`config.mk`:
```
export PLATFORM = sky130hd
export DESIGN_NAME = seg_scan_capture
export DESIGN_NICKNAME = d
export VERILOG_FILES = /design/src/rtl/seg_scan_pkg.sv /design/src/rtl/seg_sync2.sv /design/src/rtl/seg_scan_capture.sv
export SDC_FILE = /design/constraint.sdc
export NUM_CORES = 1
export LEC_CHECK = 0
export BUFFER_PORTS_ARGS = -buffer_cell sky130_fd_sc_hd__buf_4
export CAP_MARGIN = 10
export CORE_ASPECT_RATIO = 1.75
export CORE_MARGIN = 4
export CORE_UTILIZATION = 50
export CTS_BUF_LIST = sky130_fd_sc_hd__clkbuf_8
export DETAILED_ROUTE_END_ITERATION = 7
export PLACE_DENSITY = 0.69
export RECOVER_POWER = 100
export SETUP_SLACK_MARGIN = 0.5
export SYNTH_ARGS = -nofsm -noshare
export SYNTH_HDL_FRONTEND = slang
export SYNTH_SLANG_ARGS = --single-unit
```
`constraint.sdc`:
```
create_clock -name clk -period 5.8 [get_ports clk]
set_input_delay 0.87 -clock clk [delete_from_list [all_inputs] [get_ports clk]]
set_output_delay 0.87 -clock clk [all_outputs]
set_load 0.005 [all_outputs]
```
`src/rtl/seg_scan_pkg.sv`:
```
// Shared types and glyph table for the seven-segment scan capture block.
package seg_scan_pkg;

  typedef enum logic [1:0] {
    ST_IDLE    = 2'd0,
    ST_SETTLE  = 2'd1,
    ST_CAPTURE = 2'd2,
    ST_HOLD    = 2'd3
  } state_e;

  localparam int         NUM_POS  = 8;
  localparam logic [7:0] SEP_MASK = 8'b0010_0100;

  // Active-low g..a patterns for decimal glyphs
  localparam logic [6:0] GLYPH_0 = 7'h40;
  localparam logic [6:0] GLYPH_1 = 7'h79;
  localparam logic [6:0] GLYPH_2 = 7'h24;
  localparam logic [6:0] GLYPH_3 = 7'h30;
  localparam logic [6:0] GLYPH_4 = 7'h19;
  localparam logic [6:0] GLYPH_5 = 7'h12;
  localparam logic [6:0] GLYPH_6 = 7'h02;
  localparam logic [6:0] GLYPH_7 = 7'h78;
  localparam logic [6:0] GLYPH_8 = 7'h00;
  localparam logic [6:0] GLYPH_9 = 7'h10;

  // Returns {valid, bcd}; valid is 0 for any non-decimal pattern.
  function automatic logic [4:0] glyph_to_bcd(input logic [6:0] g);
    logic [4:0] r;
    r = 5'b0_0000;
    case (g)
      GLYPH_0: r = {1'b1, 4'd0};
      GLYPH_1: r = {1'b1, 4'd1};
      GLYPH_2: r = {1'b1, 4'd2};
      GLYPH_3: r = {1'b1, 4'd3};
      GLYPH_4: r = {1'b1, 4'd4};
      GLYPH_5: r = {1'b1, 4'd5};
      GLYPH_6: r = {1'b1, 4'd6};
      GLYPH_7: r = {1'b1, 4'd7};
      GLYPH_8: r = {1'b1, 4'd8};
      GLYPH_9: r = {1'b1, 4'd9};
      default: r = 5'b0_0000;
    endcase
    return r;
  endfunction

endpackage

```
`src/rtl/seg_sync2.sv`:
```
// Two-flop synchronizer for a bus of independent asynchronous lines.
module seg_sync2 #(
  parameter int W = 16
) (
  input  logic         clk,
  input  logic         rst_n,
  input  logic [W-1:0] d_i,
  output logic [W-1:0] q_o
);

  logic [W-1:0] meta_q;
  logic [W-1:0] sync_q;

  always_ff @(posedge clk) begin
    if (!rst_n) begin
      meta_q <= '0;
      sync_q <= '0;
    end else begin
      meta_q <= d_i;
      sync_q <= meta_q;
    end
  end

  assign q_o = sync_q;

endmodule

```
`src/rtl/seg_scan_capture.sv`:
```
// Samples a multiplexed 8-digit seven-segment scan bus, decodes each settled
// glyph to BCD and publishes complete HH.MM.SS frames with a valid strobe.
module seg_scan_capture
  import seg_scan_pkg::*;
#(
  parameter int SETTLE_CYCLES = 16,
  parameter bit CS_ACTIVE_LOW = 1'b1
) (
  input  logic        clk,
  input  logic        rst_n,
  input  logic [7:0]  cs_i,
  input  logic [7:0]  seg_i,
  output logic [31:0] digits_o,
  output logic [7:0]  dots_o,
  output logic        frame_valid_o,
  output logic        err_glyph_o,
  output logic        err_cs_o,
  output logic        err_range_o
);

  localparam logic [7:0] SETTLE_LAST = 8'(SETTLE_CYCLES - 1);

  function automatic logic [7:0] bcd_pair(input logic [3:0] t, input logic [3:0] u);
    return ({4'd0, t} * 8'd10) + {4'd0, u};
  endfunction

  // Normalizing before the synchronizer makes a reset-cleared sync read as "no select".
  logic [7:0]  cs_norm;
  logic [15:0] bus_s;
  logic [7:0]  cs_s;
  logic [7:0]  seg_s;

  assign cs_norm = CS_ACTIVE_LOW ? ~cs_i : cs_i;

  seg_sync2 #(.W(16)) u_sync (
    .clk   (clk),
    .rst_n (rst_n),
    .d_i   ({cs_norm, seg_i}),
    .q_o   (bus_s)
  );

  assign cs_s  = bus_s[15:8];
  assign seg_s = bus_s[7:0];

  state_e      state_q, state_d;
  logic [7:0]  cnt_q, cnt_d;
  logic [15:0] prev_q;
  logic        changed;
  logic        do_cap;

  assign changed = (bus_s != prev_q);

  always_comb begin
    state_d = state_q;
    cnt_d   = cnt_q;
    do_cap  = 1'b0;
    case (state_q)
      ST_IDLE: begin
        if (cs_s != 8'd0) begin
          state_d = ST_SETTLE;
          cnt_d   = 8'd0;
        end
      end
      ST_SETTLE: begin
        if (cs_s == 8'd0) begin
          state_d = ST_IDLE;
        end else if (changed) begin
          cnt_d = 8'd0;
        end else if (cnt_q == SETTLE_LAST) begin
          state_d = ST_CAPTURE;
        end else begin
          cnt_d = cnt_q + 8'd1;
        end
      end
      // A change landing on the capture cycle itself is treated as a glitch.
      ST_CAPTURE: begin
        if (cs_s == 8'd0) begin
          state_d = ST_IDLE;
        end else if (changed) begin
          state_d = ST_SETTLE;
          cnt_d   = 8'd0;
        end else begin
          do_cap  = 1'b1;
          state_d = ST_HOLD;
        end
      end
      ST_HOLD: begin
        if (cs_s == 8'd0) begin
          state_d = ST_IDLE;
        end else if (changed) begin
          state_d = ST_SETTLE;
          cnt_d   = 8'd0;
        end
      end
      default: state_d = ST_IDLE;
    endcase
  end

  logic [31:0] sh_dig_q, sh_dig_d;
  logic [7:0]  sh_dot_q, sh_dot_d;
  logic [7:0]  mask_q, mask_d;
  logic [31:0] digits_q, digits_d;
  logic [7:0]  dots_q, dots_d;
  logic        fv_q, fv_d;
  logic        eg_q, eg_d;
  logic        ec_q, ec_d;
  logic        er_q, er_d;

  logic        onehot;
  logic [2:0]  pos;
  logic [4:0]  dec;
  logic        good;
  logic [7:0]  hh, mm, ss;

  always_comb begin
    sh_dig_d = sh_dig_q;
    sh_dot_d = sh_dot_q;
    mask_d   = mask_q;
    digits_d = digits_q;
    dots_d   = dots_q;
    fv_d     = 1'b0;
    eg_d     = eg_q;
    ec_d     = ec_q;
    er_d     = er_q;
    onehot   = (cs_s != 8'd0) && ((cs_s & (cs_s - 8'd1)) == 8'd0);
    dec      = glyph_to_bcd(seg_s[6:0]);
    good     = 1'b1;
    hh       = 8'd0;
    mm       = 8'd0;
    ss       = 8'd0;
    pos      = 3'd0;
    for (int i = 0; i < NUM_POS; i++) begin
      if (cs_s[i]) pos = 3'(i);
    end

    if (do_cap) begin
      if (!onehot) begin
        ec_d   = 1'b1;
        mask_d = 8'd0;
      end else begin
        // Separator positions carry only the dp; their glyph is never decoded.
        if (!SEP_MASK[pos]) begin
          if (dec[4]) sh_dig_d[{pos, 2'b00} +: 4] = dec[3:0];
          else        good = 1'b0;
        end
        if (good) begin
          sh_dot_d[pos] = ~seg_s[7];
          mask_d[pos]   = 1'b1;
        end else begin
          eg_d   = 1'b1;
          mask_d = 8'd0;
        end
        if (pos == 3'd7) begin
          if (mask_d == 8'hFF) begin
            digits_d = sh_dig_d;
            dots_d   = sh_dot_d;
            fv_d     = 1'b1;
            hh = bcd_pair(sh_dig_d[3:0],   sh_dig_d[7:4]);
            mm = bcd_pair(sh_dig_d[15:12], sh_dig_d[19:16]);
            ss = bcd_pair(sh_dig_d[27:24], sh_dig_d[31:28]);
            if (hh > 8'd23 || mm > 8'd59 || ss > 8'd59) er_d = 1'b1;
          end
          mask_d = 8'd0;
        end
      end
    end
  end

  always_ff @(posedge clk) begin
    if (!rst_n) begin
      state_q  <= ST_IDLE;
      cnt_q    <= 8'd0;
      prev_q   <= 16'd0;
      sh_dig_q <= 32'd0;
      sh_dot_q <= 8'd0;
      mask_q   <= 8'd0;
      digits_q <= 32'd0;
      dots_q   <= 8'd0;
      fv_q     <= 1'b0;
      eg_q     <= 1'b0;
      ec_q     <= 1'b0;
      er_q     <= 1'b0;
    end else begin
      state_q  <= state_d;
      cnt_q    <= cnt_d;
      prev_q   <= bus_s;
      sh_dig_q <= sh_dig_d;
      sh_dot_q <= sh_dot_d;
      mask_q   <= mask_d;
      digits_q <= digits_d;
      dots_q   <= dots_d;
      fv_q     <= fv_d;
      eg_q     <= eg_d;
      ec_q     <= ec_d;
      er_q     <= er_d;
    end
  end

  assign digits_o      = digits_q;
  assign dots_o        = dots_q;
  assign frame_valid_o = fv_q;
  assign err_glyph_o   = eg_q;
  assign err_cs_o      = ec_q;
  assign err_range_o   = er_q;

endmodule

```
==> results.yml <==
status:
  outcome: "finished with violations"
  violations: "capacitance limit, slew limit"
synthesis:
  ys_async_sr_fraction: 0
  syn_inst: 832
  ys_warn_count: 0
  ys_types: 76
  synth-edff-count: 0
  syn_area_per_cell_um2: 8.80
  synthesis.area_um2: 7320
  synth_seq_cells: 150
  synth_top_flop_cell: "dfxtp_1"
  yosysSeqAreaShare: 0.410
  syn_nets: 885
power:
  ir_drop_uv: 176
  powerDensity_nw_per_um2: 250
  leakage_nw: 3.36
  power_w: 0.00207
cells_and_area:
  stdcell_area_um2: 8280
  syn2layout_area_growth_pct: 13.0
  nets: 932
  drive_gt1_frac: 0.163
  antennaDiodeCount: 0
  fillers: 1334
clocking:
  clkSlewWorstSetupHoldPaths_ns: 0.08
  tritoncts.num_buffers: 17
  clock_sinks: 150
  clockRootBuffer: "clkbuf_8"
  clk_latency_ns: 0.45
  cts_hold_buf: 0
  clk_path_buf_depth: 2
  htree_levels: 4
  cts_tree: "yes"
sta:
  timing.final.crit_period_ns: 5.14
  finalSetupTns_ns: 0
  finalMaxSlewViolations: 103
  post-route-period-util: 0.886
  whs_ns: 0.439
  hold_violations: 0
  fmax_mhz: 195
  worst_slew_pin_slew_ns: 3.44
  setup_violations: 0
  worst_slack_ns: 0.662
  finClkSkew_ns: 0.0161
  slew_headroom: -1.29
  grt_setup_unrepaired: "false"
drt:
  routedWlPerCell_um: 17.0
  firstDrtPassIters: 7
  routed_wirelength_mm: 18.2
  drc: 0
  drtIter0Drc: 256
  ant_nets: 0
  post_drt_via_cell_ratio: 5.60
  vias: 6006
global_route:
  grt_pass1_vias: 5844
  antenna_found_initial: 0
  grt.overflow.total: 0
  grt_use_total: 0.221
  grt_pass1_wl_mm: 29.2
  grt_max_degree: 103
die:
  fp.coreArea_um2: 14400
  io_pins: 62
  start_util: 0.510
  die_y_um: 168
  die_x_um: 99.5
  row_count: 58
  floorplan.die_area_um2: 16700
setup_path:
  worstSetupPathType: "reg2reg"
  crit_path_end_kind: "register"
  worstPathRequired_ns: 6.13
  cp_data_arrival_time_ns: 5.47
  start_kind: "register"
  crit_fanout: 9
worst_hold_path:
  worstHoldPathType: "reg2reg"
placement:
  dpl_worst_slack_ns: 0.534
  dpl.hpwl_mm: 13.3
  port_buffers: 61
  gp_congestion: 0.916
  dpl_cell_area_um2: 7870
job:
  cap_viol_max_count: 1
-- power by group --
part           switching, W  total [W]  internal (W)
Clock              0.000422   0.000821      0.000399
Sequential        0.0000154    0.00106       0.00104
Combinational      0.000116   0.000189     0.0000723
Total              0.000554    0.00207       0.00151
-- critical path, cell delays in order (launching register included) --
cell	delay, ns
dfxtp_1	0.53
inv_1	0.10
a21oi_1	0.28
and2_4	0.24
ha_1	0.19
ha_2	0.32
nor2_1	0.11
nand3_1	0.12
nor3_4	0.17
o21ai_2	0.10
a22o_1	0.31
ha_1	0.31
ha_1	0.23
fa_1	0.54
nand2_1	0.08
or3_1	0.40
or3_1	0.34
a21oi_1	0.15
nor3_1	0.08
a2111oi_2	0.30
a21oi_1	0.11
-- registers in the layout, summed over array words and instances, names as in the netlist --
register	count
cnt_q	8
digits_o	32
dots_o	8
err_cs_o	1
err_glyph_o	1
err_range_o	1
frame_valid_o	1
mask_q	8
prev_q	16
sh_dig_q	32
sh_dot_q	8
state_q	2
u_sync.meta_q	16
u_sync.q_o	16
-- area by class of cell --
class	instances	area [um2]	share of cell area
Multi-Input combinational cell	623	4050	0.489
Inverter	12	50.0	0.00605
Clock inverter	14	150	0.0181
Sequential cell	150	3010	0.364
Clock buffer	18	248	0.0299
Timing Repair Buffer	75	544	0.0658
Tap cell	180	225	0.0272
-- timing repair --
action                                  4_1_cts  5_1_grt
setup buffers                                 0        2
gates resized for setup                       0       14
endpoints found under the hold margin         0        0
endpoints found under the setup margin        0        1
-- synth_stat cells (7+ instances only) --
library cell / n / area (um2)
a21boi_0: 31 / 233
a21oi_1: 33 / 165
mux2i_1: 11 / 110
a31oi_1: 9 / 56.3
nand3_1: 18 / 90.1
inv_1: 11 / 41.3
xor2_1: 24 / 210
buf_2: 17 / 85.1
o211a_1: 10 / 100
clkbuf_1: 23 / 86.3
dfxtp_1: 150 / 3000
nand2_1: 160 / 601
nor2b_1: 19 / 119
mux2_2: 15 / 169
and2_1: 44 / 275
o21ai_0: 20 / 100
ha_1: 29 / 363
nor2_1: 52 / 195
a21boi_1: 33 / 248
nor4_1: 7 / 43.8
nor3_1: 9 / 45.0
-- cells by family (layout without fill, tap and decap cells) --
logic type      count (synthesis)  in the layout  share of synthesized area
buf+inv                        59            119                     0.0379
xor+xnor                       30             30                     0.0359
fa+ha+maj                      36             36                     0.0673
mux                            29             29                     0.0437
compound gates                179            179                      0.173
flops                         150            150                      0.410
simple gates                  349            349                      0.232
-- metrics by stage --
stage	utilization	std cells
after floorplan	-	832
after global placement	0.548	1038
after detailed placement	0.548	1038
after CTS	0.575	1070
after global routing	0.576	1072
final	0.576	1072
-- layout by cell type (no fill, tap or decap), types with 11 or more instances in the layout --
| master | n |
|---|---|
| nor2b_1 | 19 |
| mux2i_1 | 11 |
| inv_1 | 13 |
| mux2_2 | 14 |
| a21oi_1 | 33 |
| clkbuf_4 | 43 |
| ha_1 | 28 |
| nand3_1 | 18 |
| and2_0 | 25 |
| dfxtp_1 | 145 |
| and2_1 | 18 |
| nand2_1 | 160 |
| nor2_1 | 50 |
| o21ai_0 | 20 |
| buf_4 | 27 |
| a21boi_0 | 63 |
| xor2_1 | 24 |
| clkbuf_8 | 18 |
-- per-layer routing --
metal  vias up  GRT usage  part of all wire
li1       2961          -                 -
met1      2871      0.238              0.39
met2       132      0.412              0.55
met3        42     0.0344             0.031
met4         0      0.109             0.035
met5         -          0                 0
-- path summary, 6_finish.rpt --
kind | from | to | slack (ns) | cells after the start
max | u_sync.q_o[14] | err_range_o | 0.66 | 20
min | u_sync.meta_q[5] | u_sync.q_o[5] | 0.44 | 1
max reg2reg | u_sync.q_o[14] | err_range_o | 0.66 | 20
min reg2reg | u_sync.meta_q[5] | u_sync.q_o[5] | 0.44 | 1
(Power assumes the default switching activity.)
